**src/rtl/shift_pkg.sv**
```systemverilog
// Shared defaults and output-stage state encoding for the shifter request queue.
package shift_pkg;

  localparam int unsigned DATA_WIDTH_DEF = 8;
  localparam int unsigned SHIFT_LEN_DEF  = 3;

  typedef enum logic {
    O_EMPTY = 1'b0,
    O_FULL  = 1'b1
  } out_state_e;

endpackage

```
**src/rtl/shift_req_fifo.sv**
```systemverilog
// Request FIFO: DEPTH entries of {data, shift amount}, pointers and occupancy level.
module shift_req_fifo #(
  parameter int unsigned DATA_WIDTH = 8,
  parameter int unsigned SHIFT_LEN  = 3,
  parameter int unsigned DEPTH      = 4
) (
  input  logic                     clk,
  input  logic                     rst,
  input  logic                     i_push,
  input  logic [DATA_WIDTH-1:0]    i_data,
  input  logic [SHIFT_LEN-1:0]     i_bits,
  input  logic                     i_pop,
  output logic                     o_ready,
  output logic [DATA_WIDTH-1:0]    o_head_data,
  output logic [SHIFT_LEN-1:0]     o_head_bits,
  output logic [$clog2(DEPTH):0]   o_level
);

  localparam int unsigned AW = $clog2(DEPTH);
  localparam int unsigned LW = AW + 1;
  localparam int unsigned EW = DATA_WIDTH + SHIFT_LEN;
  localparam logic [LW-1:0] DepthL = LW'(DEPTH);

  logic [EW-1:0] r_mem [DEPTH];
  logic [AW-1:0] r_wr_ptr;
  logic [AW-1:0] r_rd_ptr;
  logic [LW-1:0] r_level;
  logic          w_push;
  logic          w_empty;
  logic [EW-1:0] w_head;

  // Full/empty come only from the registered level, never from the pointers.
  assign o_ready = (r_level < DepthL);
  assign w_empty = (r_level == '0);
  assign w_push  = i_push & o_ready;
  assign o_level = r_level;
  assign w_head  = r_mem[r_rd_ptr];

  // Head drives the shifter; zeros when empty so the shifter output is 0.
  always_comb begin
    o_head_data = '0;
    o_head_bits = '0;
    if (!w_empty) begin
      o_head_data = w_head[EW-1:SHIFT_LEN];
      o_head_bits = w_head[SHIFT_LEN-1:0];
    end
  end

  // Storage write; contents need no reset since level gates visibility.
  always_ff @(posedge clk) begin
    if (w_push) r_mem[r_wr_ptr] <= {i_data, i_bits};
  end

  // Pointer and level update; pointers wrap naturally at DEPTH.
  always_ff @(posedge clk or posedge rst) begin
    if (rst) begin
      r_wr_ptr <= '0;
      r_rd_ptr <= '0;
      r_level  <= '0;
    end else begin
      if (w_push) r_wr_ptr <= r_wr_ptr + AW'(1);
      if (i_pop)  r_rd_ptr <= r_rd_ptr + AW'(1);
      unique case ({w_push, i_pop})
        2'b10:   r_level <= r_level + LW'(1);
        2'b01:   r_level <= r_level - LW'(1);
        default: r_level <= r_level;
      endcase
    end
  end

endmodule

```
**src/rtl/rshift_req_queue.sv**
```systemverilog
// Request queue ahead of the combinational right shifter, with a registered output stage.
module rshift_req_queue
  import shift_pkg::*;
#(
  parameter int unsigned DATA_WIDTH = DATA_WIDTH_DEF,
  parameter int unsigned SHIFT_LEN  = SHIFT_LEN_DEF,
  parameter int unsigned DEPTH      = 4
) (
  input  logic                   clk,
  input  logic                   rst,
  input  logic                   in_valid,
  output logic                   in_ready,
  input  logic [DATA_WIDTH-1:0]  in_data,
  input  logic [SHIFT_LEN-1:0]   in_bits,
  output logic [DATA_WIDTH-1:0]  shf_data,
  output logic [SHIFT_LEN-1:0]   shf_bits,
  input  logic [DATA_WIDTH-1:0]  shf_result,
  output logic                   out_valid,
  input  logic                   out_ready,
  output logic [DATA_WIDTH-1:0]  out_data,
  output logic [$clog2(DEPTH):0] level
);

  out_state_e            r_state;
  out_state_e            w_state_d;
  logic                  w_pop;
  logic [DATA_WIDTH-1:0] r_out_data;
  logic                  w_not_empty;

  shift_req_fifo #(
    .DATA_WIDTH (DATA_WIDTH),
    .SHIFT_LEN  (SHIFT_LEN),
    .DEPTH      (DEPTH)
  ) u_fifo (
    .clk         (clk),
    .rst         (rst),
    .i_push      (in_valid),
    .i_data      (in_data),
    .i_bits      (in_bits),
    .i_pop       (w_pop),
    .o_ready     (in_ready),
    .o_head_data (shf_data),
    .o_head_bits (shf_bits),
    .o_level     (level)
  );

  assign w_not_empty = (level != '0);
  assign out_valid   = (r_state == O_FULL);
  assign out_data    = r_out_data;

  // Next-state and pop decision; a pop always coincides with a capture.
  always_comb begin
    w_state_d = r_state;
    w_pop     = 1'b0;
    unique case (r_state)
      O_EMPTY: begin
        if (w_not_empty) begin
          w_pop     = 1'b1;
          w_state_d = O_FULL;
        end
      end
      O_FULL: begin
        if (out_ready) begin
          if (w_not_empty) w_pop = 1'b1;
          else             w_state_d = O_EMPTY;
        end
      end
      default: w_state_d = O_EMPTY;
    endcase
  end

  // Output stage state and result register; data changes only on a capture.
  always_ff @(posedge clk or posedge rst) begin
    if (rst) begin
      r_state    <= O_EMPTY;
      r_out_data <= '0;
    end else begin
      r_state <= w_state_d;
      if (w_pop) r_out_data <= shf_result;
    end
  end

endmodule

```
**config.mk**
```make
export PLATFORM = sky130hd
export DESIGN_NAME = rshift_req_queue
export DESIGN_NICKNAME = d
export VERILOG_FILES = /design/src/rtl/shift_pkg.sv /design/src/rtl/shift_req_fifo.sv /design/src/rtl/rshift_req_queue.sv
export SDC_FILE = /design/constraint.sdc
export NUM_CORES = 1
export LEC_CHECK = 0
export BUFFER_PORTS_ARGS = -buffer_cell sky130_fd_sc_hd__buf_4
export CAP_MARGIN = 0
export CORE_MARGIN = 1.5
export CORE_UTILIZATION = 31
export CTS_CLUSTER_DIAMETER = 150
export CTS_CLUSTER_SIZE = 20
export DETAILED_ROUTE_END_ITERATION = 8
export SLEW_MARGIN = 15
export SYNTH_ARGS = -nofsm -noshare
export SYNTH_HDL_FRONTEND = slang
export SYNTH_SLANG_ARGS = --single-unit
```
**constraint.sdc**
```tcl
create_clock -name clk -period 1.9 [get_ports clk]
set_clock_uncertainty 0.2 [all_clocks]
set_input_delay 0.19 -clock clk [delete_from_list [all_inputs] [get_ports clk]]
set_output_delay 0.19 -clock clk [all_outputs]
set_load 0.03 [all_outputs]
```
==> qor.csv <==
stage;metric;value;unit
setup_path;Reg2Reg Depth;8;
placement;GPL Wtd Cong;0.734;
timing;Final Cycle Share;1.10;
run_status;status;complete, but fails checks;
floorplan;CORE AREA;7810;sq um
finish;most common cell after layout, fill and taps aside;buf_4;
setup_path;WP data arrival;1700;ps
setup_path;Reg2Reg Capture Point;u_fifo.o_level[2];
power_and_ir_drop;Peak supply drop;0.902;mV
setup_path;reg2reg start;out_valid;
placement;Area after DPL;3150;sq um
timing;Slew HR;0.564;
floorplan;I/O pins;47;
clocking;CTS buffer count;9;
job;max_cap viols;0;
finish;final non-filler cell total;325;
placement;detailed placer's ending HPWL;3.07;mm
logic_synthesis;post-synthesis sequential area ratio;0.681;
timing;Slew Viols, Final;0;
timing;Worst Tran Pin Value;653;ps
clocking;clock-pin slew on the worst setup and hold paths;70;ps
floorplan;row cnt;32;
grt;largest net degree at the start of global routing;17;
timing;Final Critical Period;2090;ps
timing;worst setup margin;-193;ps
setup_path;worst setup path startpoint;u_fifo.r_rd_ptr[0];
power_and_ir_drop;PD cells;1680;nW/um^2
drt;final antenna-violating net count;0;
logic_synthesis;Yosys reg bits;60;
logic_synthesis;Syn Area/Cell;19.6;sq um
clocking;clk_lat worst skew;330;ps
min_path;HP Start;out_ready;
logic_synthesis;Synth Instances;129;
timing;RSZ-0062 raised after global routing;true;
drt;number of remaining DRC errors;0;
logic_synthesis;Mapped Nets;158;
drt;vias post-DR;1375;
finish;most frequent cells in the layout;buf_4 (47), edfxtp_1 (44), dlygate4sd3_1 (20);
finish;layout cells sized above 1;0.516;
clocking;root buffer cell;clkbuf_8;
timing;fmax;0.478;GHz
drt;routed len/inst;14.9;um
floorplan;Initial Utilization;0.324;
finish;Syn-to-layout area delta;44.8;%
logic_synthesis;Netlist cell types;24;
grt;initial antenna violation count;0;
min_path;Cells on Worst Hold Path;5;
run_status;failing checks;setup timing;
placement;Cells after DPL;286;
clocking;CTS sink cnt;60;
setup_path;Reg2Reg Setup Slack;100;ps
drt;total wire length;4.85;mm
setup_path;crit-path max FO;5;
drt;Vias/cell;4.23;
grt;All-Layer GR Usage;0.124;
drt;DR iter-0 viols;61;
setup_path;worst setup path class;flop to primary output;
min_path;Hold Path End;out_valid;
logic_synthesis;Yosys warning count;0;
floorplan;die height;93.3;um
finish;Ant. Diodes;0;
clocking;number of H-tree levels;3;
logic_synthesis;synthesized area;2530;sq um
finish;Util after Layout;0.469;
grt;vias in the first global route;1596;
drt;Initial DRT Pass Iterations;4;
grt;grt total ovfl;0;
setup_path;Worst setup SP type;flop;
setup_path;Worst Setup End Kind;primary output;
clocking;CTS tree;built;
finish;fin area;3660;sq um
clocking;Max Root-Sink Buffers;2;
placement;pre-CTS setup slack;72.3;ps
setup_path;Worst EP required;1510;ps
finish;fin nets;247;
min_path;hold crit path type;primary input to flop;
grt;first-pass GRT wire length;7.92;mm
timing;Final setup viols;11;
placement;Port Buffer Count;46;
floorplan;die width;93.3;um
power_and_ir_drop;Leak Pwr;1.49;nW
timing;Hold Vio Cnt, Final;0;
floorplan;die area;8710;sq um
-- metrics by stage --
stage                     hold WS (ps)  total power, mW  setup TNS, ps
after floorplan                  -96.5             3.67           -211
after global placement             125             4.53              0
after detailed placement           126             4.56              0
after CTS                         22.2             6.20          -2570
after global routing               139             6.47          -2570
final                              113             6.15          -1940
-- area by class of cell --
type | instances | area [sq um]
flip-flops and latches | 60 | 1730
inverters | 8 | 30.0
well taps | 102 | 128
multi-input cells | 56 | 764
repair buffers | 83 | 782
clock buffers | 10 | 128
fillers | 681 | 4150
clock inverters | 6 | 103
-- synthesized netlist by cell type, drive strengths merged --
| library cell | number | area share |
|---|---|---|
| edfxtp | 44 | 0.52 |
| o21ai | 1 | 0.0020 |
| nor3 | 1 | 0.0064 |
| nor2b | 13 | 0.056 |
| mux4 | 11 | 0.10 |
| ha | 5 | 0.025 |
| inv | 8 | 0.012 |
| xnor2 | 3 | 0.010 |
| and2 | 4 | 0.0099 |
| mux2 | 8 | 0.048 |
| fa | 1 | 0.0079 |
| and3b | 1 | 0.0035 |
| nor2 | 1 | 0.0015 |
| mux2i | 1 | 0.0040 |
| buf | 4 | 0.014 |
| xor2 | 3 | 0.010 |
| nand2 | 2 | 0.0030 |
| nand2b | 1 | 0.0025 |
| clkbuf | 1 | 0.0015 |
| dfrtp | 16 | 0.16 |
-- repair_timing --
item                       in CTS  in global routing
setup endpoints to repair      11                 12
setup buffers                   1                  1
hold endpoints to repair       68                  0
pin swaps                       0                  1
hold buffers                   20                  0
gates resized for setup        17                  4
gates cloned                    1                  0
-- cells by family (layout without fill, tap and decap cells) --
group	count (synthesis)	after routing	synth area share
fa+ha+maj	6	6	0.0327
flops	60	60	0.681
buf+inv	13	107	0.0272
xor+xnor	6	6	0.0208
simple gates	23	23	0.0826
mux	20	20	0.154
compound gates	1	1	0.00198
-- worst max-delay path by stage --
stage                        endpoint  slack, ps  cells past startpoint
finish                    shf_data[3]       -190                      4
detailed placement  u_fifo.o_level[2]         70                      8
CTS                       shf_bits[0]       -280                      4
floorplan           u_fifo.o_level[2]       -120                      9
global placement    u_fifo.o_level[2]        100                      8
global route              shf_data[2]       -250                      4
-- layer usage --
layer,global-route usage,vias to the layer above,routed length [um]
met2,0.200,49,2320
met3,0.0317,8,250
met5,0,-,0
met4,0.0530,0,71
li1,-,654,-
met1,0.157,664,2200
-- registers in the layout, indices dropped and copies added (netlist names) --
register and flops:
out_data 8, out_valid 1, u_fifo.r_mem 44, u_fifo.r_wr_ptr 2, u_fifo.o_level 3, u_fifo.r_rd_ptr 2
-- worst max-delay path: stages, from the launching register on --
cell,delay (ps)
dfrtp_2,430
clkbuf_16,170
mux4_2,490
nor2b_4,140
buf_6,140
-- power by group --
| group | internal, mW | switching, mW |
|---|---|---|
| combinational | 1.51 | 1.40 |
| clock | 0.861 | 0.483 |
| sequential | 1.72 | 0.179 |
(Power assumes the default switching activity.)
